### config.mk
export PLATFORM = sky130hd
export DESIGN_NAME = arbitrate_flat
export DESIGN_NICKNAME = d
export VERILOG_FILES = /design/src/rtl/arbitrate_if.sv /design/src/rtl/arbitrate.sv /design/src/flat_wrapper.sv
export SDC_FILE = /design/constraint.sdc
export NUM_CORES = 1
export LEC_CHECK = 0
export CAP_MARGIN = 15
export CORE_MARGIN = 3
export CORE_UTILIZATION = 30
export CTS_CLUSTER_DIAMETER = 60
export DETAILED_ROUTE_END_ITERATION = 16
export HOLD_SLACK_MARGIN = 0.03
export PLACE_DENSITY = 0.81
export SETUP_SLACK_MARGIN = 0.1
export SLEW_MARGIN = 5
export SYNTH_ARGS = -nofsm -noshare
export SYNTH_HDL_FRONTEND = slang
export SYNTH_SLANG_ARGS = --single-unit
### constraint.sdc
create_clock -name clk -period 1.4 [get_ports clk]
set_input_delay 0.14 -clock clk [delete_from_list [all_inputs] [get_ports clk]]
set_output_delay 0.14 -clock clk [all_outputs]
set_load 0.02 [all_outputs]
### src/rtl/arbitrate_if.sv
// Stream bundle between N requesters, the arbiter and one downstream consumer.
// The arbiter takes the slave view. The environment (requesters plus sink) takes the master view.
interface arbitrate_if #(
   parameter int N = 2,
   parameter int W = 8
);
   localparam int IW = $clog2(N);

   logic [N-1:0]    s_stb;
   logic [N*W-1:0]  s_dat;
   logic [N-1:0]    s_rdy;
   logic            m_stb;
   logic [IW+W-1:0] m_dat;
   logic            m_rdy;

   modport master (
      output s_stb, s_dat, m_rdy,
      input  s_rdy, m_stb, m_dat
   );

   modport slave (
      input  s_stb, s_dat, m_rdy,
      output s_rdy, m_stb, m_dat
   );
endinterface

### src/rtl/arbitrate.sv
// N-to-1 stream arbiter with a registered {index, data} output stage.
// ARBITRATE_ROUND_ROBIN_EN selects circular priority from ptr_r; otherwise the lowest index wins.
module arbitrate #(
   parameter int W = 8,
   parameter int N = 2
) (
   input  logic       clk,
   input  logic       rst_n,
   arbitrate_if.slave bus
);
   localparam int IW = $clog2(N);

   logic            acc_s;
   logic            any_s;
   logic [IW-1:0]   win_s;
   logic [N-1:0]    rdy_s;
   logic [W-1:0]    dat_s;
   logic            m_stb_r;
   logic [IW+W-1:0] m_dat_r;
`ifdef ARBITRATE_ROUND_ROBIN_EN
   logic [IW-1:0]   ptr_r;
   logic [IW-1:0]   ptr_nxt_s;
   int              idx_s;
`endif

   // Stage can take a word when empty or draining this cycle
   always_comb begin
      acc_s = !m_stb_r || bus.m_rdy;
   end

   // Winner search: circular from ptr_r, or fixed lowest-index priority
   always_comb begin
      any_s = 1'b0;
      win_s = '0;
`ifdef ARBITRATE_ROUND_ROBIN_EN
      idx_s = 0;
      for (int k = 0; k < N; k++) begin
         idx_s = int'(ptr_r) + k;
         // Wrap at N rather than at the power of two above it
         if (idx_s >= N) begin
            idx_s = idx_s - N;
         end else begin
            idx_s = idx_s;
         end
         if (!any_s && bus.s_stb[IW'(idx_s)]) begin
            any_s = 1'b1;
            win_s = IW'(idx_s);
         end else begin
            any_s = any_s;
         end
      end
`else
      for (int k = N - 1; k >= 0; k--) begin
         if (bus.s_stb[IW'(k)]) begin
            any_s = 1'b1;
            win_s = IW'(k);
         end else begin
            any_s = any_s;
         end
      end
`endif
   end

   // One-hot accept, gated by stage availability
   always_comb begin
      rdy_s = '0;
      if (acc_s && any_s) begin
         rdy_s[win_s] = 1'b1;
      end else begin
         rdy_s = '0;
      end
   end

   // Data mux; constant slice offsets keep the select free of multipliers
   always_comb begin
      dat_s = '0;
      for (int k = 0; k < N; k++) begin
         if (win_s == IW'(k)) begin
            dat_s = bus.s_dat[k*W +: W];
         end else begin
            dat_s = dat_s;
         end
      end
   end

`ifdef ARBITRATE_ROUND_ROBIN_EN
   // Pointer moves one past the winner, wrapping from N-1 to 0
   always_comb begin
      if (win_s == IW'(N - 1)) begin
         ptr_nxt_s = '0;
      end else begin
         ptr_nxt_s = win_s + IW'(1);
      end
   end
`endif

   // Output holding register and priority pointer
   always_ff @(posedge clk or negedge rst_n) begin
      if (!rst_n) begin
         m_stb_r <= 1'b0;
         m_dat_r <= '0;
`ifdef ARBITRATE_ROUND_ROBIN_EN
         ptr_r   <= '0;
`endif
      end else if (acc_s) begin
         if (any_s) begin
            m_stb_r <= 1'b1;
            m_dat_r <= {win_s, dat_s};
`ifdef ARBITRATE_ROUND_ROBIN_EN
            ptr_r   <= ptr_nxt_s;
`endif
         end else begin
            m_stb_r <= 1'b0;
         end
      end
   end

   assign bus.s_rdy = rdy_s;
   assign bus.m_stb = m_stb_r;
   assign bus.m_dat = m_dat_r;
endmodule
### src/flat_wrapper.sv
// flat-port wrapper written by rule: the top's interface ports become plain ports
module arbitrate_flat 
#(
   parameter int W = 8,
   parameter int N = 2
)
  (clk, rst_n, bus_s_stb, bus_s_dat, bus_m_rdy, bus_s_rdy, bus_m_stb, bus_m_dat);
  arbitrate_if #(.N(N), .W(W)) bus_i ();
  input  logic clk;
  input  logic rst_n;
  input wire logic [$bits(bus_i.s_stb)-1:0] bus_s_stb;
  input wire logic [$bits(bus_i.s_dat)-1:0] bus_s_dat;
  input wire logic [$bits(bus_i.m_rdy)-1:0] bus_m_rdy;
  output wire logic [$bits(bus_i.s_rdy)-1:0] bus_s_rdy;
  output wire logic [$bits(bus_i.m_stb)-1:0] bus_m_stb;
  output wire logic [$bits(bus_i.m_dat)-1:0] bus_m_dat;
  assign bus_i.s_stb = bus_s_stb;
  assign bus_i.s_dat = bus_s_dat;
  assign bus_i.m_rdy = bus_m_rdy;
  assign bus_s_rdy = bus_i.s_rdy;
  assign bus_m_stb = bus_i.m_stb;
  assign bus_m_dat = bus_i.m_dat;
  arbitrate #(.W(W), .N(N)) u_core (.clk(clk), .rst_n(rst_n), .bus(bus_i));
endmodule
==> results.md, run 1 <==
* Largest net degree at the start of global routing at 10
* Worst hold margin at 174 ps
* Post-DP Area at 596 um2
* Die Y-Extent at around 43 um
* Yosys cell types at 6
* Setup crit end kind: primary output
* GRT overflow at 0
* VDD IR max at approximately 0.00044 V
* Ranking of synthesized cells by area: dfrtp_1, mux2_4, buf_4, nand2b_4, buf_6
* Worst R2R Path Depth at 3
* Routed vias/inst at slightly above 4
* Clock Tree Buf Depth at 2
* Largest fanout on the critical path at 2
* Die Width at roughly 43 um
* Skew-Pair Late Insertion Delay at 250 ps
* Core area at between 1000 and 1500 um2
* Post-CTS Setup Inserts at 0
* Internal power at approximately 0.47 mW
* TritonCTS clock tree: done
* XOR/XNOR Fraction of Synth Area at 0%
* Drt pass-1 iters at 3
* Final Hold Viols at 0
* Routability Congestion at between 0.6 and 0.7
* # IOs at 33
* Syn Inst Count at 24
* Max H-tree Level at 1
* Overall Global Routing Usage at under 10%
* Net Sw Frac at approximately a quarter
* Initial drt markers at 2
* RSZ-0062 raised after global routing: no
* Critical path data required time at roughly 1300 ps
* Seq pwr share at 46.8%
* YS warnings at 0
* Die ar. at 1810 um2
* WP data arrival at between 1000 and 1500 ps
* Clk root buf: clkbuf_4
* CP Launch Point: u_core.bus.m_stb
* NetSw at about 0.15 mW
* Clock share of power at a little over 30%
* Startpoint type of the worst setup path: flop
* Sequential area share after synthesis at a little under three fifths
* Syn Std Cell Area at 400 um2
* Simple-gate share of the synthesized area at under 10%
* Gate power share at between 20% and 30%
* Worst hold path class: in -> async
* Maxcap violations at 0
* Endpoints failing setup at 0
* PD cells at approximately 1000 nW/um2
* Final ANT Viol Nets at 0
* Ant. Diodes at 0
* Top-area cell type share of the netlist area at approximately 56%
* Outcome: complete, no violations
* Port bufs at 20
* Cell row count at 12
* Synth Area per Inst at approximately 17 um2
* Max-slew violations at 0
* Remaining DRCs at 0
* RR Startpoint: u_core.bus.m_stb
* Initial Utilization at around a third
* F_max at ~0.84 GHz
* Clk slew on worst S/H paths at 60 ps
* Fin crit period at 1190 ps
* Net count reported at finish at 68
* Final Cell Area at 609 um2
* Largest family of logic cells by synthesized area: multiplexers
* Post-synthesis mux area share at a little under a third
* Period Utilization, post-route at between 80% and 90%
* WL final at between 600 and 700 um
* Average wire per standard cell at around 11 um
* Vias post-DR at roughly 240
* Complex-gate fraction of the synthesized area at 0%
* Initial antenna violation count at 0
* Sink Count at 9
* Pre-CTS WS at -45.3 ps
* Critical path class: reg -> out
* Area Overhead vs Synth at 52.2%
* Final TNS setup at 0 ps
* Synth area leader: dfrtp_1
* Static Leak at ~0.3 nW
* Synth Register Bits at 9
* TritonCTS buffer count at 3
* Share of cells above drive strength 1 at roughly 28%
* First-pass GRT wire length at approximately 1100 um
* Vias in the first global route at about 240
* Skew final at roughly 1.8 ps
* Post-Synth Adder-Cell Area at 0%
* R2r setup slk at about 300 ps
* Number of hold buffers added after CTS at 0
* Setup ws final at 213 ps
## Yosys cell counts
cell      instances
buf_6             1
nand2b_4          1
dfrtp_1           9
conb_1            2
buf_4             3
mux2_4            8
## layout by cell type, fill, tap and decap left out, drive strengths merged
master / count
clkdlybuf4s50: 10
dlygate4sd2: 10
dfrtp: 9
mux2: 8
clkbuf: 4
conb: 3
nand2b: 1
buf: 1
## logic make-up (layout without fill, tap and decap cells)
group | Yosys count | in the layout
other | 2 | 3
buffers and inverters | 4 | 25
multiplexers | 8 | 8
AND/OR/NAND/NOR | 1 | 1
flip-flops | 9 | 9
## sequential cells by signal (all words and copies together), names as in the netlist
name,flops
u_core.bus.m_stb,1
u_core.bus.m_dat,8
## metal layers
layer	routed length (um)	track usage (%)	up-vias
met4	0	5.59	0
met5	0	0	-
met1	300	11.2	110
li1	-	-	118
met3	61	4.29	0
met2	290	11.2	14
## area by class of cell
cell class | count | area (um2)
clock buffers | 4 | 26.3
flip-flops and latches | 9 | 225
fillers | 113 | 562
multi-input cells | 12 | 145
repair buffers | 21 | 195
well taps | 14 | 17.5
## metrics by stage
step           power (mW)  cells  util, %
2_1_floorplan       0.381     25        -
3_3_place_gp        0.454     56     50.9
3_5_place_dp        0.456     56     50.9
4_1_cts             0.639     60     52.0
5_1_grt             0.656     60     52.0
6_report            0.623     60     52.0
## power groups by stage
stage	Sequential, mW	Clock (mW)	Combinational [mW]
3_3_place_gp	0.297	0	0.157
6_report	0.292	0.191	0.140
5_1_grt	0.295	0.212	0.150
2_1_floorplan	0.324	0	0.0568
3_5_place_dp	0.297	0	0.159
4_1_cts	0.292	0.204	0.143
## repair_timing
item	CTS	global route
endpoints found under the setup margin	10	0
hold endpoints to repair	0	0
resized for setup	10	0
## worst max-delay path, cell delays in order (launching register included)
cell and delay, ps:
dfrtp_1 400, nand2b_4 70, dlygate4sd2_1 320
## path summary, 6_finish.rpt
kind                                  endpoint
setup / recovery                  bus_s_rdy[0]
hold / removal             u_core.bus.m_dat[3]
setup reg to reg           u_core.bus.m_dat[1]
hold reg to reg            u_core.bus.m_dat[6]
max in group asynchronous  u_core.bus.m_dat[0]
min in group clk           u_core.bus.m_dat[7]
No activity file was read; power rests on OpenSTA's default activity.
==> inputs of run 2 (changes only) <==
Clock period 1.4 ns to 1.1 ns, I/O delays scaled along.
==> results.md, run 2 (synthesis results as in run 1) <==
* Met3 layer usage reported by global route at 5.15% (+0.86 points)
* RR Startpoint: u_core.bus.m_stb
* Post-CTS Setup Inserts at 0 (unchanged)
* Area Overhead vs Synth at 45.0%
* Port bufs at 20 (unchanged)
* Pre-CTS WS at -310 ps (-265 ps)
* TritonCTS buffer count at 3 (unchanged)
* Worst R2R Path Depth at 3 (unchanged)
* Net Sw Frac at 26.4% (+1.6 points)
* Static Leak at 0.293 nW (-3.5%)
* Initial antenna violation count at 0 (unchanged)
* Max-slew violations at 0 (unchanged)
* Ant. Diodes at 0 (unchanged)
* R2r endpoint: u_core.bus.m_dat[2]
* Remaining DRCs at 0 (unchanged)
* Initial drt markers at 3 (+1)
* Worst hold path class: in -> async
* Die Width at 42.5 um (unchanged)
* Clk root buf: clkbuf_4
* GR Layer Usage met2 at 18.2% (+7.0 points)
* VDD IR max at 0.000541 V (+23%)
* Endpoints failing setup at 0 (unchanged)
* DP HPWL at about 610 um
* Fin crit period at 1070 ps
* Setup ws final at 32.7 ps (-180 ps)
* Most frequent cells in the layout: clkdlybuf4s50_1, buf_2, mux2_4, dfrtp_1
* Overall Global Routing Usage at 11.5% (+2.9 points)
* R2r setup slk at 30 ps (-270 ps)
* Largest fanout on the critical path at 8 (+6)
* Internal power at 0.593 mW (+27%)
* Net count reported at finish at 68 (unchanged)
* Final cell count without fillers at 60 (unchanged)
* Outcome: complete, no violations
* Final TNS setup at 0 ps (unchanged)
* Die Y-Extent at 42.5 um (unchanged)
* Clk slew on worst S/H paths at 60 ps (about the same)
* Final Hold Viols at 0 (unchanged)
* Sink Count at 9 (unchanged)
* Number of flip-flops under the largest register name at 8 (unchanged)
* Startpoint type of the worst setup path: flop
* Die ar. at 1810 um2 (unchanged)
* Maxcap violations at 0 (unchanged)
* Critical path data required time at 1240 ps (-20 ps)
* First-pass GRT wire length at 1450 um (+35%)
* Final ANT Viol Nets at 0 (unchanged)
* Largest net degree at the start of global routing at 10 (unchanged)
* Vias in the first global route at 279 (+18%)
* Vias post-DR at 242 (unchanged)
* Initial Utilization at 34.2% (unchanged)
* Setup crit end kind: flop
* TritonCTS clock tree: done
* GRT Max-Usage Layer: met2
* F_max at about 0.94 GHz
* Number of hold buffers added after CTS at 0 (unchanged)
* PD cells at 1390 nW/um2 (+36%)
* Routability Congestion at 0.649 (+3.7%)
* Gate power share at 22.1% (-0.4 points)
* RSZ-0062 raised after global routing: yes
* Skew-Pair Late Insertion Delay at 260 ps (about the same)
* Global Route met1 Usage at 12.3% (+1.1 points)
* Period Utilization, post-route at roughly 97%
* Critical path class: reg -> reg
* WL final at 847 um (+30%)
* Seq pwr share at 46.2% (-0.6 points)
* NetSw at 0.212 mW (+38%)
* # IOs at 33 (unchanged)
* Clock share of power at 31.7% (+1.1 points)
* Average wire per standard cell at 14.1 um (+30%)
* Skew final at 2.70 ps (+0.912 ps)
* Drt pass-1 iters at 2 (-1)
* Core area at 1170 um2 (unchanged)
* Max H-tree Level at 1 (unchanged)
* Share of cells above drive strength 1 at 52.2% (+24 points)
* Clock Tree Buf Depth at 2 (unchanged)
* GRT overflow at 0 (unchanged)
* Routed vias/inst at 4.03 (unchanged)
* DP Cell Count at 56 (unchanged)
* Cell row count at 12 (unchanged)
* WP data arrival at 1210 ps (+160 ps)
==> run 2: cell count changes in the layout (fill, tap and decap cells not counted) <==
cell / change
dfrtp_1: -1
buf_2: +10
dfrtp_2: +1
buf_4: -1
buf_8: +1
dlygate4sd2_1: -10
==> run 2: layout make-up <==
cell class	count	area (um2)
multi-input cells	12	145
repair buffers	21	165
flip-flops and latches	9	226
clock buffers	4	26.3
fillers	104	591
well taps	14	17.5
==> run 2: how the worst max path moves through the flow <==
stage	start	end	slack, ps	cells after the start
6_report	u_core.bus.m_stb	u_core.bus.m_dat[2]	30	3
5_1_grt	u_core.bus.m_stb	u_core.bus.m_dat[2]	-1	3
4_1_cts	u_core.bus.m_stb	u_core.bus.m_dat[2]	30	3
3_5_place_dp	bus_m_rdy	bus_s_rdy[0]	-310	3
3_3_place_gp	bus_m_rdy	bus_s_rdy[0]	-300	3
2_1_floorplan	u_core.bus.m_stb	u_core.bus.m_dat[0]	20	3
==> run 2: routing by layer <==
layer / routed length, um / share of wire, %
met1: 307 / 36
met2: 479 / 57
met3: 45 / 5.3
met4: 13 / 1.5
met5: 0 / 0
==> run 2: timing repair <==
| action | 4_1_cts | 5_1_grt |
|---|---|---|
| endpoints found under the setup margin | 18 | 9 |
| hold endpoints to repair | 0 | 0 |
| gates resized for setup | 42 | 0 |
==> run 2: per-stage QoR <==
stage | util [%] | hold slack [ps] | power (mW) | cell area (um2)
2_1_floorplan | - | -186 | 0.487 | 409
3_3_place_gp | 51.0 | 436 | 0.580 | 597
3_5_place_dp | 51.0 | 435 | 0.582 | 597
4_1_cts | 49.6 | 149 | 0.823 | 581
5_1_grt | 49.6 | 158 | 0.859 | 581
6_report | 49.6 | 143 | 0.806 | 581
==> run 2: worst max-delay path, cell delays in order, from the launching register on <==
cell and delay, ps:
dfrtp_2 420, nand2b_4 80, buf_8 140, mux2_4 300
==> run 2: power groups by stage <==
stage	logic, mW	registers [mW]	clock network, mW
2_1_floorplan	0.0741	0.412	0
3_3_place_gp	0.202	0.378	0
3_5_place_dp	0.203	0.379	0
4_1_cts	0.181	0.373	0.269
5_1_grt	0.189	0.376	0.293
6_report	0.178	0.372	0.255
==> inputs of run 3 (changes only) <==
==> constraint.sdc (replaced) <==
create_clock -name clk -period 1.1 [get_ports clk]
set_input_delay 0.33 -clock clk [delete_from_list [all_inputs] [get_ports clk]]
set_output_delay 0.33 -clock clk [all_outputs]
set_load 0.02 [all_outputs]
==> results.md, run 3 (synthesis results as in run 1) <==
* Outcome: complete, but fails checks
* Violated checks: setup timing
* Initial drt markers at 5 (+2)
* Routed vias/inst at 4.01 (-0.46%)
* Number of flip-flops under the largest register name at 8 (unchanged)
* Final cell count without fillers at 67 (+12%)
* Clk slew on worst S/H paths at 60 ps (about the same)
* DP Cell Count at 57 (+1.8%)
* Setup crit end kind: primary output
* Worst hold path class: in -> async
* Overall Global Routing Usage at 11.2% (-0.37 points)
* Area Overhead vs Synth at 71.9%
* F_max at 0.833 GHz (-11%)
* First-pass GRT wire length at 1390 um (-3.9%)
* Die Width at 42.5 um (unchanged)
* Max H-tree Level at 1 (unchanged)
* Max-slew violations at 0 (unchanged)
* Vias in the first global route at 277 (-0.72%)
* Clk root buf: clkbuf_4
* Post-DP Area at 604 um2 (+1.3%)
* Core area at 1170 um2 (unchanged)
* Initial antenna violation count at 0 (unchanged)
* Port bufs at 20 (unchanged)
* Sink Count at 9 (unchanged)
* Remaining DRCs at 0 (unchanged)
* Number of hold buffers added after CTS at 0 (unchanged)
* Net count reported at finish at 75 (+10%)
* Vias post-DR at 269 (+11%)
* Final Hold Viols at 0 (unchanged)
* Fin crit period at 1200 ps (+134 ps)
* DP HPWL at 634 um (+3.3%)
* WL final at 914 um (+7.9%)
* Die Y-Extent at 42.5 um (unchanged)
* Critical path class: reg -> out
* Skew-Pair Late Insertion Delay at 260 ps (about the same)
* Initial Utilization at 34.2% (unchanged)
* Final Core Density at 58.8% (+9.2 points)
* Fillers at 101 (-2.9%)
* Setup ws final at -101 ps (-134 ps)
* Most frequent cells in the layout: clkdlybuf4s50_1, buf_6, mux2_4, dfrtp_1, buf_4
* Worst R2R Path Depth at 4 (+1)
* R2r endpoint: u_core.bus.m_dat[7]
* Clock Tree Buf Depth at 2 (unchanged)
* Ant. Diodes at 0 (unchanged)
* Critical path data required time at 770 ps (-470 ps)
* TritonCTS clock tree: done
* Skew final at 1.02 ps (-1.68 ps)
* Final Cell Area at 688 um2 (+19%)
* Routability Congestion at 0.631 (-2.8%)
* Largest net degree at the start of global routing at 10 (unchanged)
* R2r setup slk at -80 ps (-110 ps)
* Largest fanout on the critical path at 2 (-6)
* PD cells at 1260 nW/um2 (-9.5%)
* RR Startpoint: u_core.bus.m_stb
* Static Leak at 0.348 nW (+19%)
* Share of cells above drive strength 1 at 58.5% (+6.3 points)
* Worst hold margin at 362 ps (+219 ps)
* TritonCTS buffer count at 3 (unchanged)
* # IOs at 33 (unchanged)
* GRT overflow at 0 (unchanged)
* Startpoint type of the worst setup path: flop
* Cell row count at 12 (unchanged)
* Average wire per standard cell at 13.6 um (-3.4%)
* Endpoints failing setup at 18 (+18)
* Period Utilization, post-route at 109% (+12 points)
* WP data arrival at 870 ps (-340 ps)
* VDD IR max at 0.000747 V (+38%)
* RSZ-0062 raised after global routing: yes
* Drt pass-1 iters at 3 (+1)
* Maxcap violations at 0 (unchanged)
* Die ar. at 1810 um2 (unchanged)
* Final ANT Viol Nets at 0 (unchanged)
## run 3: cell types whose count changed in the layout (fill, tap and decap cells not counted), sizes merged
cell,before,now
buf,11,18
clkdlybuf4s50,10,9
dlygate4sd2,0,1
## run 3: repair_timing
action	CTS	global route
pin swaps	0	0
setup buffers	4	2
cloned	0	0
gates resized for setup	59	2
setup endpoints to repair	18	18
## run 3: power breakdown
group	internal, mW	switching, mW	total (mW)
Clock	0.139	0.108	0.247
Sequential	0.359	0.0196	0.378
Combinational	0.149	0.0902	0.239
## run 3: routing by layer
| layer | global-route usage, % | wire length [um] |
|---|---|---|
| met2 | 17.0 | 487 |
| met5 | 0 | 0 |
| met4 | 3.73 | 0 |
| met3 | 6.87 | 68 |
| met1 | 12.8 | 359 |
## run 3: how the worst max path moves through the flow
stage,from,to,depth (start not counted)
6_report,u_core.bus.m_stb,bus_s_rdy[0],2
5_1_grt,u_core.bus.m_stb,bus_s_rdy[0],2
3_5_place_dp,bus_m_rdy,bus_s_rdy[0],3
4_1_cts,u_core.bus.m_stb,bus_s_rdy[0],2
3_3_place_gp,bus_m_rdy,bus_s_rdy[0],3
2_1_floorplan,u_core.bus.m_stb,bus_s_rdy[0],3
## run 3: worst max-delay path, stage by stage (launching register included)
cell and delay, ps:
dfrtp_2 420, nand2b_4 80, buf_6 110
## run 3: final cells by class
type / count / area [um2] / area share (%)
Timing Repair Buffer: 28 / 273 / 39.6
Sequential cell: 9 / 226 / 32.9
Multi-Input combinational cell: 12 / 145 / 21.1
Clock buffer: 4 / 26.3 / 3.82
Tap cell: 14 / 17.5 / 2.55
## run 3: per-stage QoR
| step | setup slack, ps | total power [mW] | setup TNS (ps) |
|---|---|---|---|
| floorplan | -14.2 | 0.488 | -14.2 |
| global placement | -735 | 0.584 | -5710 |
| detailed placement | -730 | 0.589 | -5770 |
| CTS | -112 | 0.869 | -611 |
| global route | -139 | 0.913 | -1410 |
| finish | -101 | 0.865 | -819 |
